### config.mk
export PLATFORM = sky130hd
export DESIGN_NAME = serial_add_ctrl
export DESIGN_NICKNAME = d
export VERILOG_FILES = /design/src/rtl/serial_add_ctrl.sv
export SDC_FILE = /design/constraint.sdc
export NUM_CORES = 1
export LEC_CHECK = 0
export BUFFER_PORTS_ARGS = -buffer_cell sky130_fd_sc_hd__buf_2
export CORE_MARGIN = 2
export CORE_UTILIZATION = 49
export CTS_CLUSTER_DIAMETER = 40
export DETAILED_ROUTE_END_ITERATION = 8
export GPL_TIMING_DRIVEN = 0
export PLACE_DENSITY = 0.74
export SYNTH_ARGS = -nofsm -noshare
export SYNTH_HDL_FRONTEND = slang
export SYNTH_SLANG_ARGS = --single-unit
### constraint.sdc
create_clock -name clk -period 1.63 [get_ports clk]
set_clock_uncertainty 0.2 [all_clocks]
set_input_delay 0.163 -clock clk [delete_from_list [all_inputs] [get_ports clk]]
set_output_delay 0.163 -clock clk [all_outputs]
set_load 0.01 [all_outputs]
### src/rtl/serial_add_ctrl.sv
// Bit-serial add/subtract sequencer: one full adder, operands consumed LSB first,
// carry kept in a flop between bits, result handed off with valid/ready.

module full_adder (
  input  logic a,
  input  logic b,
  input  logic ci,
  output logic s,
  output logic co
);
  assign s  = a ^ b ^ ci;
  assign co = (a & b) | (ci & (a ^ b));
endmodule

module serial_add_ctrl #(
  parameter int WIDTH = 8
) (
  input  logic             clk,
  input  logic             rst_n,
  input  logic             in_valid,
  output logic             in_ready,
  input  logic             op_sub,
  input  logic [WIDTH-1:0] a,
  input  logic [WIDTH-1:0] b,
  input  logic             cin,
  output logic             out_valid,
  input  logic             out_ready,
  output logic [WIDTH-1:0] sum,
  output logic             cout,
  output logic             overflow
);
  localparam int CW = (WIDTH > 1) ? $clog2(WIDTH) : 1;
  localparam logic [CW-1:0] LAST_BIT = CW'(WIDTH - 1);

  typedef enum logic [1:0] {
    IDLE = 2'd0,
    RUN  = 2'd1,
    DONE = 2'd2
  } state_t;

  state_t           state_reg;
  logic [CW-1:0]    cnt_reg;
  logic [WIDTH-1:0] a_sh_reg;
  logic [WIDTH-1:0] b_sh_reg;
  logic [WIDTH-2:0] sum_sh_reg;
  logic [WIDTH-2:0] sum_sh_next;
  logic [WIDTH-1:0] sum_reg;
  logic             carry_reg;
  logic             cout_reg;
  logic             overflow_reg;
  logic [WIDTH-1:0] b_load;
  logic             fa_s;
  logic             fa_co;

  full_adder u_fa (
    .a  (a_sh_reg[0]),
    .b  (b_sh_reg[0]),
    .ci (carry_reg),
    .s  (fa_s),
    .co (fa_co)
  );

  // Subtraction is A + ~B + 1: invert B at load time, carry seeded with 1.
  genvar gi;
  generate
    for (gi = 0; gi < WIDTH; gi++) begin : g_bsel
      assign b_load[gi] = b[gi] ^ op_sub;
    end
    // Partial sum holds WIDTH-1 bits; the MSB goes straight into sum_reg.
    for (gi = 0; gi < WIDTH - 1; gi++) begin : g_sum
      if (gi == WIDTH - 2) begin : g_top
        assign sum_sh_next[gi] = fa_s;
      end else begin : g_mid
        assign sum_sh_next[gi] = sum_sh_reg[gi+1];
      end
    end
  endgenerate

  always_ff @(posedge clk or negedge rst_n) begin
    if (!rst_n) begin
      state_reg    <= IDLE;
      cnt_reg      <= '0;
      a_sh_reg     <= '0;
      b_sh_reg     <= '0;
      sum_sh_reg   <= '0;
      sum_reg      <= '0;
      carry_reg    <= 1'b0;
      cout_reg     <= 1'b0;
      overflow_reg <= 1'b0;
    end else begin
      case (state_reg)
        IDLE: begin
          if (in_valid) begin
            a_sh_reg   <= a;
            b_sh_reg   <= b_load;
            carry_reg  <= op_sub ? 1'b1 : cin;
            cnt_reg    <= '0;
            sum_sh_reg <= '0;
            state_reg  <= RUN;
          end
        end
        RUN: begin
          a_sh_reg   <= a_sh_reg >> 1;
          b_sh_reg   <= b_sh_reg >> 1;
          sum_sh_reg <= sum_sh_next;
          carry_reg  <= fa_co;
          if (cnt_reg == LAST_BIT) begin
            // carry_reg here is the carry into the MSB
            sum_reg      <= {fa_s, sum_sh_reg};
            cout_reg     <= fa_co;
            overflow_reg <= carry_reg ^ fa_co;
            state_reg    <= DONE;
          end else begin
            cnt_reg <= cnt_reg + CW'(1);
          end
        end
        DONE: begin
          if (out_ready) begin
            state_reg <= IDLE;
          end
        end
        default: state_reg <= IDLE;
      endcase
    end
  end

  assign in_ready  = (state_reg == IDLE);
  assign out_valid = (state_reg == DONE);
  assign sum       = sum_reg;
  assign cout      = cout_reg;
  assign overflow  = overflow_reg;

endmodule
---- Word-level counts from Yosys, hierarchy flattened ----
Cells that the tools add are included.
word-level totals
  bits in registers ....................... 39
  output and inout bits ................... 12
  input bits .............................. 22
  word-level logic and storage cells ...... 53
cells by class
  reduce and logical (&&, ||, !) cells .... 6
  add/sub/neg operators ................... 1
  bitwise gates (word level) .............. 14
  equal/unequal tests ..................... 7
  mux-type cells .......................... 16
operator list
  operator             count
  $pmux 8 s2           2
  $mux 8               2
  $pmux 7 s2           1
  $xor 1x1->1          11
  $mux 7               1
  $mux 2               3
  $mux 3               2
  $ne 2x2->1 const B   3
  $pmux 2 s3           1
  $pmux 3 s2           1
  $reduce_and 3->1     2
  $reduce_and 2->1     2
  $add 3x1->3 const B  1
  $eq 3x3->1 const B   1
  $and 1x1->1          2
  $eq 2x1->1 const B   1
  $eq 2x2->1 const B   1
  $logic_not 2->1      1
  $mux 1               2
  $ne 2x1->1 const B   1
  $pmux 1 s2           1
  $reduce_bool 2->1    1
  $or 1x1->1           1

---- Logic depth before layout (Yosys ltp) ----
Gate-level depths: netlist of the first run.
  depth in word-level cells ............... 4
  depth in mapped cells ................... 6
  depth with buffers taken out ............ 5

---- Modules after synthesis ----
A second synthesis of the first run with hierarchy kept.
second synthesis, totals
  cells, all modules ...................... 148
  area total of the unflattened synthesis .. 1,769.2 sq um
by module, submodules not included
  module           cells an instance  sequential area each (sq um)  area an instance (sq um)  times used
  serial_add_ctrl  147                975.9                         1,749.2                   1
  full_adder       1                  0.0                           20.0                      1

---- Worst setup path after synthesis of the first run ----
OpenSTA, ideal clock, no wires.
  path kind ............................... reg2reg
  start ................................... register cnt_reg[0]
  end ..................................... register cnt_reg[0]
  setup time .............................. 125 ps
  path buffers ............................ 0
  slack ................................... -64 ps
  arrival time ............................ 1,369 ps
  data required time ...................... 1,305 ps
  cell stages (with the launch flop) ...... 6
  period minus slack after synthesis ...... 1,694 ps
  cells stage by stage .................... dfrtp_1 > ha_1 > ha_1 > nand2b_1 > a21o_1 > mux2_4
between the ends
  word-level cells in the longest chain between the ends .. 3
ends and longest elaborated chain
  what                                            line      RTL
  from (decl)                                     42        logic [CW-1:0] cnt_reg;
  from (signal assigned)                          114       cnt_reg <= cnt_reg + CW'(1);
  $add 3x1->3 or $eq 3x3->1 (tied branches)       114, 107
  $mux 3 or $ne 2x2->1 (tied branches)            --
  $pmux 3 s2 or $reduce_and 3->1 (tied branches)  --
Parallel ways exist; a longest one is shown, timed or not. The select of a mux whose other input is x is not followed.
A chain may end at the register's enable or synchronous reset.

---- Worst setup path in the final report of the first run ----
Same ends and word-level chain as after synthesis.

==> results of run 1 <==
## routing by layer
metal  global-route usage (%)  vias up
met2                     30.2       38
met4                     7.81        0
met1                     24.7      635
li1                         -      633
met5                        0        -
met3                     6.34        8
## placed cells by master (no fill, tap or decap), types with 2 or more instances in the layout
master         Yosys  final
xor2_1             7      7
clkbuf_8           0      5
nand2b_1           3      2
a22o_1            10     10
nand2_1           19     19
xnor2_1            2      2
mux2i_1            7      7
o22ai_1            7      7
o21ai_0           11     11
clkinvlp_4         0      2
mux2_4             8     10
o31ai_1            2      2
buf_4              0      5
buf_2              2     34
o21ai_1            4      4
nor2_1             2      2
buf_6              8      8
dfrtp_1           39     39
dlygate4sd3_1      0     13
inv_1              4      3
nand3_1            2      2
## worst register-to-register path, cell delays in order, from the launching register on
cell and delay [ns]:
dfrtp_1 0.39, ha_2 0.20, ha_4 0.17, nand2b_4 0.13, a21o_1 0.20, mux2_4 0.26
## path summary, 6_finish.rpt
kind	start	to	slack, ns	cells past startpoint
max in group asynchronous	rst_n	b_sh_reg[4]	0.37	2
worst min register to register	a_sh_reg[1]	a_sh_reg[1]	0.29	2
worst max-delay path	cnt_reg[0]	cnt_reg[0]	-0.04	5
worst max register to register	cnt_reg[0]	cnt_reg[0]	-0.04	5
min in group asynchronous	rst_n	sum[2]	0.33	2
worst min-delay path	b[0]	b_sh_reg[0]	0.03	4
## per-stage QoR
| stage | setup WS, ns | utilization, % | instance area, sq um | power (mW) | TNS (ns) |
|---|---|---|---|---|---|
| after floorplan | 0.0133 | - | 1850 | 3.06 | 0 |
| after global placement | -0.0198 | 57.0 | 2070 | 3.45 | -0.0620 |
| after detailed placement | -0.0591 | 57.0 | 2070 | 3.56 | -0.358 |
| after CTS | -0.0432 | 65.2 | 2370 | 4.38 | -0.172 |
| after global routing | -0.0874 | 65.6 | 2380 | 4.68 | -0.369 |
| final | -0.0402 | 65.6 | 2380 | 4.35 | -0.0790 |
## layout make-up
cell class,count,area [sq um],area share (%)
Buffer,10,104,4.35
Clock buffer,6,72.6,3.04
Clock inverter,2,12.5,0.525
Inverter,4,18.8,0.787
Multi-Input combinational cell,96,774,32.5
Sequential cell,39,976,40.9
Tap cell,48,60.1,2.52
Timing Repair Buffer,52,367,15.4
## what timing repair did
item,CTS,global route
endpoints found under the setup margin,11,12
hold endpoints to repair,50,0
pin swaps,1,0
resized for setup,7,0
setup buffers,4,2
gates cloned,1,0
hold buffers,13,0
## cells by family (layout without fill, tap and decap cells)
kind of cell    count (synthesis)  count (layout)  share of synthesized area (%)
fa+ha+maj                       3               3                           2.45
simple gates                   31              31                           8.73
flops                          39              39                           53.2
mux                            17              17                           11.6
xor+xnor                        9               9                           4.29
buf+inv                        14              74                           6.27
compound gates                 36              36                           13.5
## power by group
part	switching [mW]	internal, mW
sequential	0.263	1.41
clock	0.339	0.299
combinational	0.931	1.11
==> out/metrics.cfg, run 1 <==
[drt]
post_drt_via_cell_ratio = 5.11
drt-total-wl_um = 3630
drtIter0Drc = 61
final_antenna_net_count = 0
dr.pass1.iters = 4
drc = 0
top_layer = met4
route.layer.met1.wl_um = 1630
met3_length_um = 212
met2_length_um = 1730
vias = 1314
wl_per_cell_um = 14.1

[synthesis]
synth-seq-area-share_pct = 53.2
yosysTopAreaCell = dfrtp_1
async_flop_share_pct = 100
avgSynthCellArea_sq_um = 12.3
synth_cells = 149
synth.most_common_cell = dfrtp_1
syn_nets = 174
synth-edff-count = 0
yosysTopAreaCellShare_pct = 53.2
ys_seq_elements = 39
synth.area.top_cells = dfrtp_1 53%, mux2_4 6.5%, buf_6 4.9%
ys_types = 27
synth_ff_type = dfrtp_1
ys_warn_count = 0
synth_common_cells = 39 x dfrtp_1, 19 x nand2_1, 11 x o21ai_0
syn-cell-area_sq_um = 1840

[sta]
rsz0062_at_grt = yes
post-route-period-util_pct = 102
period_minus_slack_ns = 1.67
worst_pin_slew_ns = 0.880
layout_setup_ws_ns = -0.0402
max_slew_margin_pct = 41.4
holdWs_ns = 0.0263
clock.fmax_mhz = 599
slew_violations = 0
setup_viol = 2
final_hold_viol_count = 0

[pwr]
p_leak_nw = 1.19
power.density_nw_per_um2 = 1820
irDropWorstVdd_v = 0.000795

[placement]
placed_cells = 229
place.gp.congestion = 0.804
portBuffers = 32
hpwl_um = 2450

[floorplanning]
initial_core_util_pct = 50.5
dieArea_sq_um = 4250
rows = 22
chipWidth_um = 65.2
core_area_sq_um = 3630
ios = 34
fp.dieH_um = 65.2

[status]
violations = negative setup slack
status = finished, violations left

[worst_setup_path]
cp.arrival_ns = 1.65
critPathBufInv = 0
cp_cell_sequence = ha_2, ha_4, nand2b_4, a21o_1, mux2_4
cp_data_required_time_ns = 1.61
critPathMaxStageDelay_ns = 0.39
cp-end-kind = flip-flop
critPathLaunchType = flip-flop
cp_top_family = flip-flops
slowest_stage = dfrtp_1
critPathKind = flip-flop to flip-flop
critPathMaxFanout = 4

[global_route]
grt_pass1_vias = 1287
grt_remaining_overflow = 0
grtUsageTotal_pct = 19.3
grt_max_degree = 40
grt_pass1_wl_um = 6100
antenna_found_initial = 0

[clock_network]
cts_buffers = 5
cts_tree = built
cts_root_buf = clkbuf_8
cts.sinks = 39
clkSlewWorstSetupHoldPaths_ns = 0.08
clk-insertion-delay-late_ns = 0.30
cts.path.max_buffers = 2
cts_max_level = 2

[min_path]
hold_class = input port to flip-flop

[flow_run]
max_cap_viol_count = 0

[finish]
syn_to_final_growth_pct = 29.9
n_fill_cell = 309
num_antenna_cells = 0
final_nets = 233
instances_no_fill = 257
layout-drive-gt1-share_pct = 35.4

No activity file was read; power rests on OpenSTA's default activity.
==> run 2: changes to the inputs <==
--- a/config.mk
+++ b/config.mk
@@ -15,3 +15,4 @@
 export SYNTH_ARGS = -nofsm -noshare
 export SYNTH_HDL_FRONTEND = slang
 export SYNTH_SLANG_ARGS = --single-unit
+export TNS_END_PERCENT = 30
==> out/metrics.cfg, run 2 (synthesis results as in run 1) <==
[floorplanning]
core_area_sq_um = 3630
chipWidth_um = 65.2
dieArea_sq_um = 4250
fp.dieH_um = 65.2
rows = 22
ios = 34
initial_core_util_pct = 50.5

[min_path]
worstHoldEndpoint = b_sh_reg[2]
whs_path_depth = 4
min-delay-start = b[2]
hold_class = input port to flip-flop

[sta]
max_slew_margin_pct = 42.6
holdWs_ns = 0.0254
clock.fmax_mhz = 600
period_minus_slack_ns = 1.67
rsz0062_at_grt = yes
final_hold_viol_count = 0
worst_pin_slew_ns = 0.860
setup_viol = 5
setup_tns_ns = -0.0627
layout_setup_ws_ns = -0.0353
slew_violations = 0
post-route-period-util_pct = 102

[worst_setup_path]
critPathLaunchType = flip-flop
cp.arrival_ns = 1.65
reg2reg_from = cnt_reg[0]
worstReg2RegEnd = cnt_reg[0]
critPathMaxStageDelay_ns = 0.39
r2r_setup_slack_ns = -0.04
critPathBufInv = 0
critPathMaxFanout = 4
cp_cell_sequence = ha_2, ha_4, nand2b_4, a21o_1, mux2_4
cp_top_family = flip-flops
slowest_stage = dfrtp_1
cp_data_required_time_ns = 1.61
critPathKind = flip-flop to flip-flop
cp-end-kind = flip-flop
r2r_cells = 5

[global_route]
grt_max_degree = 40
antenna_found_initial = 0
grtUsageTotal_pct = 19.0
grt_remaining_overflow = 0
grt_pass1_vias = 1296
grt_pass1_wl_um = 6010

[status]
status = finished, violations left
violations = negative setup slack

[finish]
final_common_cell = dfrtp_1
syn_to_final_growth_pct = 28.8
final_nets = 232
final_core_util_pct = 65.0
num_antenna_cells = 0
mostFrequentLayoutCells = 39 x dfrtp_1, 34 x buf_2, 19 x nand2_1, 13 x dlygate4sd3_1, 11 x o21ai_0
layout-drive-gt1-share_pct = 35.1

[clock_network]
cts_max_level = 2
cts_root_buf = clkbuf_8
clkSlewWorstSetupHoldPaths_ns = 0.08
cts.path.max_buffers = 2
cts_tree = built
cts.sinks = 39
clk-insertion-delay-late_ns = 0.30
cts_buffers = 5

[drt]
vias = 1325
drc = 0
dr.pass1.iters = 4
post_drt_via_cell_ratio = 5.18
drt-total-wl_um = 3610
final_antenna_net_count = 0
drtIter0Drc = 69
wl_per_cell_um = 14.1

[pwr]
seq_power_share_pct = 38.7
p_total_mw = 4.31
irDropWorstVdd_v = 0.000792
netSwitchingPower_mw = 1.52
internal_power_mw = 2.79
clockPowerShare_pct = 14.8
p_comb_share_pct = 46.5
swShare_pct = 35.3
power.density_nw_per_um2 = 1830
p_leak_nw = 1.18

[placement]
hpwl_um = 2450
portBuffers = 32
place.gp.congestion = 0.804

[flow_run]
max_cap_viol_count = 0

[run 2: changes by cell type in the layout (fill, tap and decap cells not counted), sizes merged]
cell    previous run  this run
buf               49        47
clkbuf             6         7
[run 2: layout make-up]
type	instances	area, sq um
inverters	4	18.8
clock buffers	6	72.6
flip-flops and latches	39	976
fillers	311	1270
repair buffers	51	353
well taps	48	60.1
multi-input cells	96	767
clock inverters	2	12.5
plain buffers	10	104
[run 2: metal layers]
layer  GRT usage [%]  vias to the layer above  share of wire (%)
met2            29.1                       52                 48
li1                -                      633                  -
met1            24.7                      632                 43
met5               0                        -                  0
met4            7.81                        0                1.9
met3            6.34                        8                6.9
[run 2: how the worst max path moves through the flow]
stage          startpoint         end  slack [ns]  cells after the start
2_1_floorplan  cnt_reg[0]  cnt_reg[0]        0.01                      5
3_3_place_gp   cnt_reg[0]  cnt_reg[0]       -0.02                      5
3_5_place_dp   cnt_reg[0]  cnt_reg[0]       -0.06                      5
4_1_cts        cnt_reg[0]  cnt_reg[2]       -0.04                      5
5_1_grt        cnt_reg[0]  cnt_reg[0]       -0.07                      5
6_report       cnt_reg[0]  cnt_reg[0]       -0.04                      5
[run 2: power groups by stage]
| stage | logic, mW | registers, mW | clock network, mW |
|---|---|---|---|
| 5_1_grt | 2.21 | 1.72 | 0.704 |
| 6_report | 2.01 | 1.67 | 0.641 |
| 4_1_cts | 1.99 | 1.67 | 0.662 |
| 3_3_place_gp | 1.78 | 1.67 | 0 |
| 3_5_place_dp | 1.87 | 1.69 | 0 |
| 2_1_floorplan | 1.38 | 1.68 | 0 |
[run 2: through the flow]
stage / setup WS, ns / instances / cell area [sq um]
after floorplan: 0.0133 / 149 / 1850
after global placement: -0.0198 / 229 / 2070
after detailed placement: -0.0591 / 229 / 2070
after CTS: -0.0432 / 253 / 2320
after global routing: -0.0741 / 256 / 2360
final: -0.0353 / 256 / 2360
[run 2: worst register-to-register path, cell delays in order (launching register included)]
cell and delay (ns):
dfrtp_1 0.39, ha_2 0.20, ha_4 0.17, nand2b_4 0.13, a21o_1 0.19, mux2_4 0.26
[run 2: timing repair]
| action | 4_1_cts | 5_1_grt |
|---|---|---|
| gates resized for setup | 3 | 0 |
| hold buffers | 13 | 0 |
| setup buffers | 3 | 2 |
| hold endpoints to repair | 50 | 0 |
| gates cloned | 0 | 1 |
| pin swaps | 1 | 1 |
| endpoints found under the setup margin | 11 | 10 |
==> run 3: changes to the inputs <==
--- a/config.mk
+++ b/config.mk
@@ -7,11 +7,11 @@
 export LEC_CHECK = 0
 export BUFFER_PORTS_ARGS = -buffer_cell sky130_fd_sc_hd__buf_2
 export CORE_MARGIN = 2
-export CORE_UTILIZATION = 49
+export CORE_UTILIZATION = 55
 export CTS_CLUSTER_DIAMETER = 40
 export DETAILED_ROUTE_END_ITERATION = 8
 export GPL_TIMING_DRIVEN = 0
-export PLACE_DENSITY = 0.74
+export PLACE_DENSITY = 0.78
 export SYNTH_ARGS = -nofsm -noshare
 export SYNTH_HDL_FRONTEND = slang
 export SYNTH_SLANG_ARGS = --single-unit
==> constraint.sdc (replaced) <==
create_clock -name clk -period 1.98 [get_ports clk]
set_clock_uncertainty 0.2 [all_clocks]
set_input_delay 0.198 -clock clk [delete_from_list [all_inputs] [get_ports clk]]
set_output_delay 0.198 -clock clk [all_outputs]
set_load 0.01 [all_outputs]
==> out/metrics.cfg, run 3 (synthesis results as in run 1) <==
[clock_network]
cts.path.max_buffers = 2
cts_root_buf = clkbuf_4
cts_max_level = 2
clk-insertion-delay-late_ns = 0.35
cts.sinks = 39
cts_tree = built
postCtsSetupBuffers = 0
clkSlewWorstSetupHoldPaths_ns = 0.12
cts_buffers = 5

[drt]
wl_per_cell_um = 14.3
final_antenna_net_count = 0
post_drt_via_cell_ratio = 5.32
dr.pass1.iters = 4
drc = 0
drtIter0Drc = 79
drt-total-wl_um = 3570
vias = 1324

[worst_setup_path]
slowest_stage = dfrtp_1
cp_cell_sequence = ha_1, ha_1, nand2b_1, a21o_1, mux2_4
critPathBufInv = 0
r2r_setup_slack_ns = 0.19
critPathLaunch = cnt_reg[0]
r2r_cells = 5
critPathKind = flip-flop to flip-flop
reg2reg_from = cnt_reg[0]
cp_top_family = adder cells
cp-end-kind = flip-flop
critPathMaxFanout = 4
critPathLaunchType = flip-flop
cp_data_required_time_ns = 2.03
path_common_cell = ha_1
worstReg2RegEnd = cnt_reg[0]
cp.arrival_ns = 1.84
critPathMaxStageDelay_ns = 0.42

[pwr]
p_total_mw = 3.29
internal_power_mw = 2.08
clockPowerShare_pct = 12.2
irDropWorstVdd_v = 0.000748
p_leak_nw = 1.15
netSwitchingPower_mw = 1.21
power.density_nw_per_um2 = 1450
p_comb_share_pct = 46.1
swShare_pct = 36.7
seq_power_share_pct = 41.7

[global_route]
grt_pass1_vias = 1333
antenna_found_initial = 0
grt_remaining_overflow = 0
grt_max_degree = 40
grt_pass1_wl_um = 6090
grtUsageTotal_pct = 22.6

[placement]
place.gp.congestion = 0.747
post-place-ws_ns = 0.204
hpwl_um = 2340
portBuffers = 32

[finish]
layout-drive-gt1-share_pct = 31.2
multi_input_area_sq_um = 744
mostFrequentLayoutCells = 39 x dfrtp_1, 34 x buf_2, 19 x nand2_1, 16 x dlygate4sd3_1, 11 x o21ai_0
final_nets = 229
final_common_cell = dfrtp_1
num_antenna_cells = 0
regArea_sq_um = 976
n_fill_cell = 239
syn_to_final_growth_pct = 23.3
final_core_util_pct = 72.9

[sta]
worst_pin_slew_ns = 0.860
post-route-period-util_pct = 90.6
final_hold_viol_count = 0
setup_viol = 0
rsz0062_at_grt = no
period_minus_slack_ns = 1.79
slew_violations = 0
max_slew_margin_pct = 42.7
clock.fmax_mhz = 558
layout_setup_ws_ns = 0.187
setup_tns_ns = 0

[floorplanning]
ios = 34
rows = 20
dieArea_sq_um = 3820
chipWidth_um = 61.8
core_area_sq_um = 3100
fp.dieH_um = 61.8
initial_core_util_pct = 59.2

[status]
status = finished clean

[min_path]
worstHoldEndpoint = b_sh_reg[4]
whs_path_depth = 4
hold_class = input port to flip-flop
min-delay-start = b[4]

[flow_run]
max_cap_viol_count = 0

==> run 3: cell types whose count changed in the layout (fill, tap and decap cells not counted), sizes merged <==
cell and delta:
clkinvlp -2, buf -5, dlygate4sd3 +3, inv +1, clkbuf -2, clkinv +2
==> run 3: tightest hold or removal path, stage by stage <==
cell and delay [ns]:
buf_2 0.08, xor2_1 0.07, o22ai_1 0.11, o21ai_1 0.07
==> run 3: area by class of cell <==
cell class,instances,share of cell area (%)
Timing Repair Buffer,48,14.2
Buffer,10,4.42
Clock inverter,3,0.663
Inverter,4,0.663
Tap cell,44,2.43
Multi-Input combinational cell,96,32.9
Clock buffer,5,1.66
Sequential cell,39,43.1
==> run 3: stage by stage <==
| stage | hold WS, ns | cells | cell area [sq um] |
|---|---|---|---|
| 2_1_floorplan | -0.298 | 149 | 1840 |
| 3_3_place_gp | 0.140 | 225 | 2050 |
| 3_5_place_dp | 0.157 | 225 | 2050 |
| 4_1_cts | 0.00504 | 249 | 2260 |
| 5_1_grt | 0.0343 | 249 | 2260 |
| 6_report | 0.00845 | 249 | 2260 |
==> run 3: power groups by stage <==
stage	logic (mW)	clock network (mW)	registers, mW
4_1_cts	1.53	0.405	1.37
6_report	1.52	0.401	1.37
3_5_place_dp	1.50	0	1.39
2_1_floorplan	1.12	0	1.37
5_1_grt	1.68	0.444	1.42
3_3_place_gp	1.44	0	1.37
==> run 3: per-layer routing <==
metal / global-route usage [%] / vias to the layer above / routed length, um
li1: - / 630 / -
met1: 28.4 / 645 / 1560
met2: 37.6 / 40 / 1790
met3: 4.55 / 9 / 140
met4: 10.3 / 0 / 82
met5: 0 / - / 0
==> run 3: worst max-delay path by stage <==
stage               cells past startpoint         end  slack, ns
detailed placement                      5  cnt_reg[0]       0.20
CTS                                     5  cnt_reg[0]       0.18
global placement                        5  cnt_reg[0]       0.23
floorplan                               5  cnt_reg[0]       0.29
finish                                  5  cnt_reg[0]       0.19
global route                            5  cnt_reg[0]       0.12
==> run 3: timing repair <==
action	4_1_cts	5_1_grt
setup endpoints to repair	0	0
hold buffers	16	0
resized for setup	0	0
hold endpoints to repair	53	0
